==> src/rtl/fetch_alu_accu.sv <==
// rtl/fetch_alu_accu.sv - instruction fetch register, 4-bit ALU and accumulator
module fetch_alu_accu (
  input  logic       clock,
  input  logic       reset,
  input  logic       fetch_en,
  input  logic [7:0] program_byte,
  input  logic [3:0] data_bus,
  input  logic [2:0] fun,
  input  logic       load_a,
  output logic [3:0] instr,
  output logic [3:0] oprnd,
  output logic [3:0] accu,
  output logic [3:0] alu,
  output logic       carry,
  output logic       zero
);

  logic [7:0] fetch_q, fetch_d;
  logic [3:0] accu_q, accu_d;
  logic [4:0] sum;

  // ALU sees only the registered accumulator, so load_a cannot form a loop
  always_comb begin
    sum = 5'd0;
    unique case (fun)
      3'b000:  sum = {1'b0, accu_q};
      3'b001:  sum = {1'b0, accu_q} + {1'b0, ~data_bus} + 5'd1;
      3'b010:  sum = {1'b0, data_bus};
      3'b011:  sum = {1'b0, accu_q} + {1'b0, data_bus};
      3'b100:  sum = {1'b0, ~(accu_q & data_bus)};
      default: sum = 5'd0;
    endcase
  end

  assign alu   = sum[3:0];
  assign carry = sum[4];
  assign zero  = (sum[3:0] == 4'd0);

  always_comb begin
    fetch_d = fetch_q;
    accu_d  = accu_q;
    if (fetch_en) fetch_d = program_byte;
    if (load_a)   accu_d  = sum[3:0];
  end

  always_ff @(posedge clock) begin
    if (!reset) begin
      fetch_q <= 8'd0;
      accu_q  <= 4'd0;
    end else begin
      fetch_q <= fetch_d;
      accu_q  <= accu_d;
    end
  end

  assign instr = fetch_q[7:4];
  assign oprnd = fetch_q[3:0];
  assign accu  = accu_q;

endmodule

==> config.mk <==
export PLATFORM = sky130hd
export DESIGN_NAME = fetch_alu_accu
export DESIGN_NICKNAME = d
export VERILOG_FILES = /design/src/rtl/fetch_alu_accu.sv
export SDC_FILE = /design/constraint.sdc
export NUM_CORES = 1
export LEC_CHECK = 0
export ABC_AREA = 1
export CORE_ASPECT_RATIO = 1.25
export CORE_UTILIZATION = 39
export DETAILED_ROUTE_END_ITERATION = 12
export GPL_ROUTABILITY_DRIVEN = 0
export PLACE_DENSITY = 0.75
export REMOVE_ABC_BUFFERS = 1
export SKIP_LAST_GASP = 1
export SYNTH_ARGS = -nofsm -noshare
export SYNTH_HDL_FRONTEND = slang
export SYNTH_SLANG_ARGS = --single-unit
==> constraint.sdc <==
create_clock -name clock -period 1.6 [get_ports clock]
set_input_delay 0.16 -clock clock [delete_from_list [all_inputs] [get_ports clock]]
set_output_delay 0.16 -clock clock [all_outputs]
set_load 0.01 [all_outputs]
# Word level (Yosys, flattened, before mapping)

Cells that the tools add are included.

Bitwise operators: 3
Multiplexer cells: 1
Eq/ne operators: 4
$add $sub $neg: 3
Reduce and logical (&&, ||, !) cells: 2

Operator list:

| kind                                          | number |
|---|---|
| one-hot mux 5 bit (5 select lines)            | 1 |
| adder 4 x 4 -> 5 bit                          | 2 |
| NOT 4 bit                                     | 2 |
| == test 3 x 2 -> 1 bit, second input constant | 2 |
| adder 5 x 1 -> 5 bit, second input constant   | 1 |
| bitwise AND 4 bit                             | 1 |
| logical NOT 4 bit                             | 1 |
| == test 3 x 1 -> 1 bit, second input constant | 1 |
| == test 3 bit, second input constant          | 1 |
| logical NOT 3 bit                             | 1 |

Flip-flop bits (word level): 12
Word-level logic and storage cells: 15

# Longest topological paths before layout

Gate-level depths: netlist (run 1).

Depth in word-level cells: 5
Mapped depth: 11

# Least setup slack after synthesis (run 1)

OpenSTA, ideal clock, no wires.

Kind: register to output
Start point: register accu_q[0] (netlist: accu[0])
End point: output zero
Data arrival time: 1.694 ns
Stages on the path, launching flop included: 10
Buffers on the path: 0
Slack: -0.254 ns
Cells stage by stage: dfxtp_1 ha_1 inv_1 fa_1 or2_1 nand3_1 o21ai_2 nor2_4 nand3_2 nor2_2

Word-level cells in the longest chain between the ends: 4

RTL lines:

| what                                                      | RTL line | text |
|---|---|---|
| start, declared                                           | 19       | `logic [3:0] accu_q, accu_d;` |
| start signal, assigned                                    | 52       | `accu_q <= accu_d;` |
| adder 4 x 4 -> 5 bit or bitwise AND 4 bit (tied branches) | 27, 30   |  |
| adder 5 x 1 -> 5 bit or NOT 4 bit (tied branches)         | 27, 30   |  |
| one-hot mux 5 bit (5 select lines) (*)                    | 25       | `unique case (fun)` |
| logical NOT 4 bit (*)                                     | 37       | `assign zero = (sum[3:0] == 4'd0);` |
| end, declared                                             | 15       | `output logic zero` |

Every way passes the cells marked *; elsewhere a longest branch is shown, timed or not.

# Worst setup path after layout (run 1)

Ends and elaborated chain as after synthesis.

==> implementation parameters, run 1 <==
Parameter                              Value

Clocking
  Clock Sink Count    12
  TritonCTS buffer count    3
  Clock transition at path regs    approximately 0.07 ns
  Maximum clock insertion buffer count    2
  Clock tree root buffer cell    sky130_fd_sc_hd__clkbuf_4
  Depth of the CTS H-tree    1
  Clock latency at the later pin of the worst-skew pair    0.26 ns
  TritonCTS clock tree    yes

Routing
  Wire per inst    13.2 um
  Iteration-0 DRC Markers    22
  Post-detailed-routing wire length    3210 um
  Drc violations    0
  TritonRoute pass-1 iters    4
  Final antenna-violating net count    0
  Total via count after detailed routing    1192
  Vias per inst    about 4.9

Logic synthesis
  Flip-flop and latch count after synthesis    12
  Synthesized netlist cell count    145
  Count of distinct cell types in the synthesized netlist    19
  Leading cell types by total area after synthesis    sky130_fd_sc_hd__dfxtp_1, sky130_fd_sc_hd__ha_1, sky130_fd_sc_hd__nand2_1
  Post-synthesis cell area    982 um2
  Post-synth top area share    0.245
  Primary FF master, synth    sky130_fd_sc_hd__dfxtp_1
  Average cell area after synthesis    6.77 um2
  Number of synthesized flops with an enable pin    0
  Sequential share of the synthesized area    0.245
  Async S/R FF share, synth    0
  YS warnings    0
  Cell taking the most area after synthesis    sky130_fd_sc_hd__dfxtp_1
  Most used standard cells in the synthesized netlist    sky130_fd_sc_hd__nand2_1, sky130_fd_sc_hd__nor2_1, sky130_fd_sc_hd__inv_1, sky130_fd_sc_hd__dfxtp_1, sky130_fd_sc_hd__o21ai_0

Worst setup path
  Worst Path Required    1.44 ns
  Register-to-register setup slack    -0.22 ns
  Biggest fanout along the worst timing path    3
  Worst R2R End    accu[1]
  Library cell contributing the largest single delay on the critical path    sky130_fd_sc_hd__dfxtp_4
  Category of the worst setup path launch point    flip-flop
  Cell depth of the worst flop-to-flop path    12
  Worst EP arrival    1.99 ns
  Count of cell instances traversed by the critical path    10
  Startpoint of the most critical register-to-register path    accu[0]
  Worst path top cell family by delay    simple AND/OR/NAND/NOR gates
  Type of the worst setup path    reg -> out
  Number of buffers and inverters on the critical path    2
  Maximum cell stage delay along the critical path    0.37 ns
  Category of the worst setup path capture point    primary output
  Ordered cell list for the critical path    ha_4 -> inv_4 -> fa_2 -> or2_4 -> nand3_4 -> o21ai_4 -> nor2_4 -> nand3_2 -> nor2_2 -> buf_2

Power and ir drop
  Total power after layout    approximately 1.1 mW
  Power density over the cells    between 600 and 700 nW/um2
  Leak Pwr    0.880 nW
  Max VDD drop    0.672 mV

STA
  Finish-stage setup viols    7
  Relative slew margins    0.788
  Unrepaired setup endpoints after global routing    true
  Final worst hold slack    0.482 ns
  Minimum clock period    between 2 and 2.5 ns
  Sum of negative setup slack    -2.53 ns
  Final Max Tran Viols    0
  Number of hold violations in the final report    0
  Worst Slack Setup Final    -0.551 ns
  Share of the cycle needed by the critical path after routing    1.34
  Tightest Pin Transition    0.317 ns
  Worst Clk Skew    0.00587 ns
  Highest achievable clock rate    approximately 460 MHz

Floorplanning
  Die H    58.1 um
  Floorplan Core Area    around 2300 um2
  Effective utilization at floorplan    0.430
  Ports placed on the boundary    37
  Total Die Area    2720 um2
  Die boundary width    46.9 um
  Row cnt    19

Finish
  Final Net Count    243
  Ant diodes    0
  Fraction of layout instances using a drive strength above 1    0.408
  Total of fill cells in the finished design    between 150 and 200
  Area Overhead vs Synth    80.0%

Status
  Violations in the final reports    negative setup slack
  Status    finished with violations

Flow run
  Number of maximum-capacitance constraint violations    0

Worst hold path
  Classification of the worst-slack hold path    in -> reg
  WHS Endpoint    fetch_q[0]
  Hold depth    3
  Start point of the worst hold path    program_byte[0]

Global route
  Initial antenna violation count    0
  Gr usage total    0.249
  Final global-route overflow total    0
  Maximum number of pins on one net before global-route repair    12
  Wire length of the first global-routing pass    around 5000 um
  Via count of the first global-routing pass    1205

Placed design
  # port buffers    36
  Detailed placer's ending HPWL    approximately 2200 um
==> cell type report <==
type,count,area [um2],share of cell area
Multi-Input combinational cell,106,762,0.431
Timing Repair Buffer,65,584,0.331
Sequential cell,12,246,0.139
Inverter,26,100,0.0566
Tap cell,31,38.8,0.0219
Clock buffer,4,36.3,0.0205
==> worst register-to-register path, cell delays in order (launching register included) <==
cell and delay, ns:
sky130_fd_sc_hd__dfxtp_4 0.37, sky130_fd_sc_hd__ha_4 0.15, sky130_fd_sc_hd__inv_4 0.04, sky130_fd_sc_hd__fa_2 0.52, sky130_fd_sc_hd__inv_2 0.03, sky130_fd_sc_hd__nand2_2 0.06, sky130_fd_sc_hd__nand3_2 0.08, sky130_fd_sc_hd__nor2_4 0.12
sky130_fd_sc_hd__buf_6 0.11, sky130_fd_sc_hd__buf_6 0.09, sky130_fd_sc_hd__nand2_2 0.04, sky130_fd_sc_hd__nand2_1 0.07, sky130_fd_sc_hd__inv_1 0.03
==> cell families after synthesis <==
| kind of cell | count (synthesis) | synth area share |
|---|---|---|
| compound gates | 18 | 0.0955 |
| fa+ha+maj | 10 | 0.143 |
| buf+inv | 27 | 0.103 |
| flops | 12 | 0.245 |
| simple gates | 78 | 0.414 |
==> metal layers <==
| layer | up-vias | routed length (um) | share of wire | GRT usage |
|---|---|---|---|---|
| li1 | 586 | - | - | - |
| met3 | 10 | 97 | 0.030 | 0.0187 |
| met2 | 45 | 1720 | 0.54 | 0.454 |
| met1 | 551 | 1300 | 0.41 | 0.263 |
| met5 | - | 0 | 0 | 0 |
| met4 | 0 | 91 | 0.028 | 0.147 |
==> sequential cells by signal, summed over array words and instances (netlist names) <==
| name | cells |
|---|---|
| fetch_q | 8 |
| accu | 4 |
==> layout by cell type, fill, tap and decap left out, drive strengths merged, types with 4 or more instances in the layout <==
cell and count:
nor2 33, ha 8, buf 35, clkbuf 4, nand3 14, dfxtp 12
a21oi 5, nand2 27, clkdlybuf4s50 26, inv 26, o21ai 13
==> per-stage QoR <==
stage                      util  area, um2  worst slack (ns)  cells
final                     0.775       1770            -0.551    244
after global routing      0.775       1770            -0.630    244
after CTS                 0.719       1640            -0.530    241
after detailed placement  0.673       1540             -1.08    232
after global placement    0.673       1540             -1.02    232
after floorplan               -        978            -0.254    144
==> where the power goes <==
part           leakage, nW  internal [mW]  switching (mW)  total [mW]
Sequential           0.101          0.321          0.0164       0.338
Combinational        0.758          0.262           0.239       0.501
Clock               0.0210          0.138          0.0932       0.231
==> worst max-delay path by stage <==
stage                     start  endpoint  slack [ns]
floorplan               accu[0]      zero       -0.25
global placement    data_bus[0]      zero       -1.02
detailed placement  data_bus[0]      zero       -1.08
CTS                     accu[0]      zero       -0.53
global route            accu[0]      zero       -0.63
finish                  accu[0]      zero       -0.55
==> timing repair <==
action                                  CTS  global route
endpoints found under the setup margin    9             9
buffers inserted                          5             3
hold buffers                              0             0
gates resized for setup                  41            30
pin swaps                                 9             7
(Power assumes the default switching activity.)
==> inputs of run 2 (changes only) <==
Settings changed: CORE_UTILIZATION 39 to 35, PLACE_DENSITY 0.75 to 0.66, SKIP_LAST_GASP 1 to unset.
Clock period 1.6 ns to 2 ns, I/O delays scaled along.
==> run 2 against run 1 <==
The run still ends with negative setup slack left. Die area is 11% higher. Register-to-register slack better by 0.44 ns. First-iteration DRC count is 23% lower.
==> implementation parameters, run 2 (synthesis results as in run 1) <==
Parameter                              Value

Finish
  Post-Route Utilization    0.615
  Area Overhead vs Synth    67.8%
  Most frequent standard cell in the layout excluding fill and tap cells    sky130_fd_sc_hd__clkdlybuf4s50_1
  Cell Count, Final, Fillers Out    243
  Final Net Count    240
  Largest register FFs    8
  Fraction of layout instances using a drive strength above 1    0.364
  Commonest cells after routing, fill and taps aside    sky130_fd_sc_hd__clkdlybuf4s50_1, sky130_fd_sc_hd__nor2_1, sky130_fd_sc_hd__buf_4, sky130_fd_sc_hd__nand2_1, sky130_fd_sc_hd__inv_1
  Register with the most flip-flops    fetch_q
  Ant diodes    0

STA
  Unrepaired setup endpoints after global routing    true
  Minimum clock period    2.19 ns
  Finish-stage setup viols    3
  Tightest Pin Transition    0.309 ns
  Final worst hold slack    ~0.51 ns
  Number of hold violations in the final report    0
  Highest achievable clock rate    between 400 and 500 MHz
  Worst Slack Setup Final    -0.188 ns
  Sum of negative setup slack    -0.542 ns
  Share of the cycle needed by the critical path after routing    1.09
  Worst Clk Skew    around 0.00021 ns
  Relative slew margins    0.793
  Final Max Tran Viols    0

Placed design
  Pre-CTS worst setup slack    -0.706 ns
  Detailed placer's ending HPWL    2120 um
  # port buffers    36
  Cell total after placement    232

Worst setup path
  Cell depth of the worst flop-to-flop path    12
  Startpoint of the most critical register-to-register path    accu[0]
  Register-to-register setup slack    0.22 ns
  Worst EP arrival    1.99 ns
  Worst R2R End    accu[2]
  Type of the worst setup path    reg -> out
  Worst Path Required    ~1.8 ns
  Category of the worst setup path launch point    flip-flop
  Category of the worst setup path capture point    primary output
  Biggest fanout along the worst timing path    3

Flow run
  Number of maximum-capacitance constraint violations    0

Power and ir drop
  Power density over the cells    approximately 470 nW/um2
  Leak Pwr    between 0.8 and 0.9 nW
  Max VDD drop    0.373 mV

Worst hold path
  Classification of the worst-slack hold path    reg -> reg
  WHS Endpoint    fetch_q[5]
  Hold depth    2
  Start point of the worst hold path    fetch_q[5]

Routing
  Drc violations    0
  Iteration-0 DRC Markers    17
  Total via count after detailed routing    roughly 1100
  Post-detailed-routing wire length    2670 um
  Vias per inst    around 4.6
  TritonRoute pass-1 iters    5
  Wire per inst    11.0 um
  Final antenna-violating net count    0

Global route
  Wire length of the first global-routing pass    4400 um
  Gr usage total    0.190
  Initial antenna violation count    0
  Final global-route overflow total    0
  Maximum number of pins on one net before global-route repair    12
  Via count of the first global-routing pass    1056

Clocking
  Clock Sink Count    12
  Maximum clock insertion buffer count    2
  Clock latency at the later pin of the worst-skew pair    0.26 ns
  Hold buffer count at cts    0
  TritonCTS buffer count    3
  Clock transition at path regs    0.07 ns
  Depth of the CTS H-tree    1
  TritonCTS clock tree    yes
  Clock tree root buffer cell    sky130_fd_sc_hd__clkbuf_4

Status
  Status    finished with violations
  Violations in the final reports    negative setup slack

Floorplanning
  Floorplan Core Area    ~2700 um2
  Row cnt    21
  Total Die Area    approximately 3000 um2
  Ports placed on the boundary    37
  Die boundary width    slightly below 50 um
  Die H    61.2 um
  Effective utilization at floorplan    0.366
-- run 2: changes by cell type in the layout (fill, tap and decap cells not counted), moves of 2 or more --
cell	before	now
sky130_fd_sc_hd__buf_2	3	5
sky130_fd_sc_hd__buf_4	25	23
sky130_fd_sc_hd__buf_6	7	3
sky130_fd_sc_hd__dlymetal6s2s_1	2	0
sky130_fd_sc_hd__ha_2	0	2
sky130_fd_sc_hd__ha_4	5	3
sky130_fd_sc_hd__inv_1	14	17
sky130_fd_sc_hd__inv_2	11	9
sky130_fd_sc_hd__nand3_1	5	7
sky130_fd_sc_hd__nand3_4	2	0
-- run 2: final cells by class --
cell class / count / area (um2)
well taps: 34 / 42.5
flip-flops and latches: 12 / 245
fillers: 257 / 1030
clock buffers: 3 / 22.5
repair buffers: 62 / 533
multi-input cells: 106 / 707
inverters: 26 / 97.6
-- run 2: metal layers --
metal  wire length, um  track usage
met1              1080        0.211
met5                 0            0
met3               128       0.0148
met2              1450        0.376
met4                14       0.0816
-- run 2: what timing repair did --
| item | 4_1_cts | 5_1_grt |
|---|---|---|
| setup endpoints to repair | 6 | 6 |
| gates cloned | 0 | 0 |
| resized for setup | 46 | 8 |
| hold endpoints to repair | 0 | 0 |
| setup buffers | 8 | 0 |
| pin swaps | 10 | 7 |
-- run 2: stage by stage --
stage                     area, um2  power (mW)
after detailed placement       1520       0.600
after CTS                      1640       0.774
after global placement         1520       0.596
after global routing           1650       0.823
final                          1650       0.770
after floorplan                 978       0.420
-- run 2: critical path, cell delays in order (launching register included) --
cell and delay (ns):
sky130_fd_sc_hd__dfxtp_4 0.37, sky130_fd_sc_hd__inv_1 0.05, sky130_fd_sc_hd__ha_2 0.16, sky130_fd_sc_hd__inv_2 0.07
sky130_fd_sc_hd__fa_2 0.42, sky130_fd_sc_hd__nand2_1 0.10, sky130_fd_sc_hd__nand2_2 0.07, sky130_fd_sc_hd__nor2_4 0.13
sky130_fd_sc_hd__buf_6 0.10, sky130_fd_sc_hd__nand3_2 0.07, sky130_fd_sc_hd__nor2_2 0.07, sky130_fd_sc_hd__buf_2 0.13
-- run 2: worst max-delay path by stage --
stage | cells after the start | to | slack [ns] | startpoint
2_1_floorplan | 9 | zero | 0.11 | accu[0]
3_3_place_gp | 11 | zero | -0.70 | data_bus[0]
3_5_place_dp | 11 | zero | -0.71 | data_bus[0]
4_1_cts | 11 | zero | -0.22 | accu[0]
5_1_grt | 11 | zero | -0.29 | accu[0]
6_report | 11 | zero | -0.19 | accu[0]
-- run 2: power by group --
| group | switching (mW) | internal (mW) |
|---|---|---|
| combinational | 0.166 | 0.191 |
| clock | 0.0746 | 0.0695 |
| sequential | 0.0121 | 0.256 |
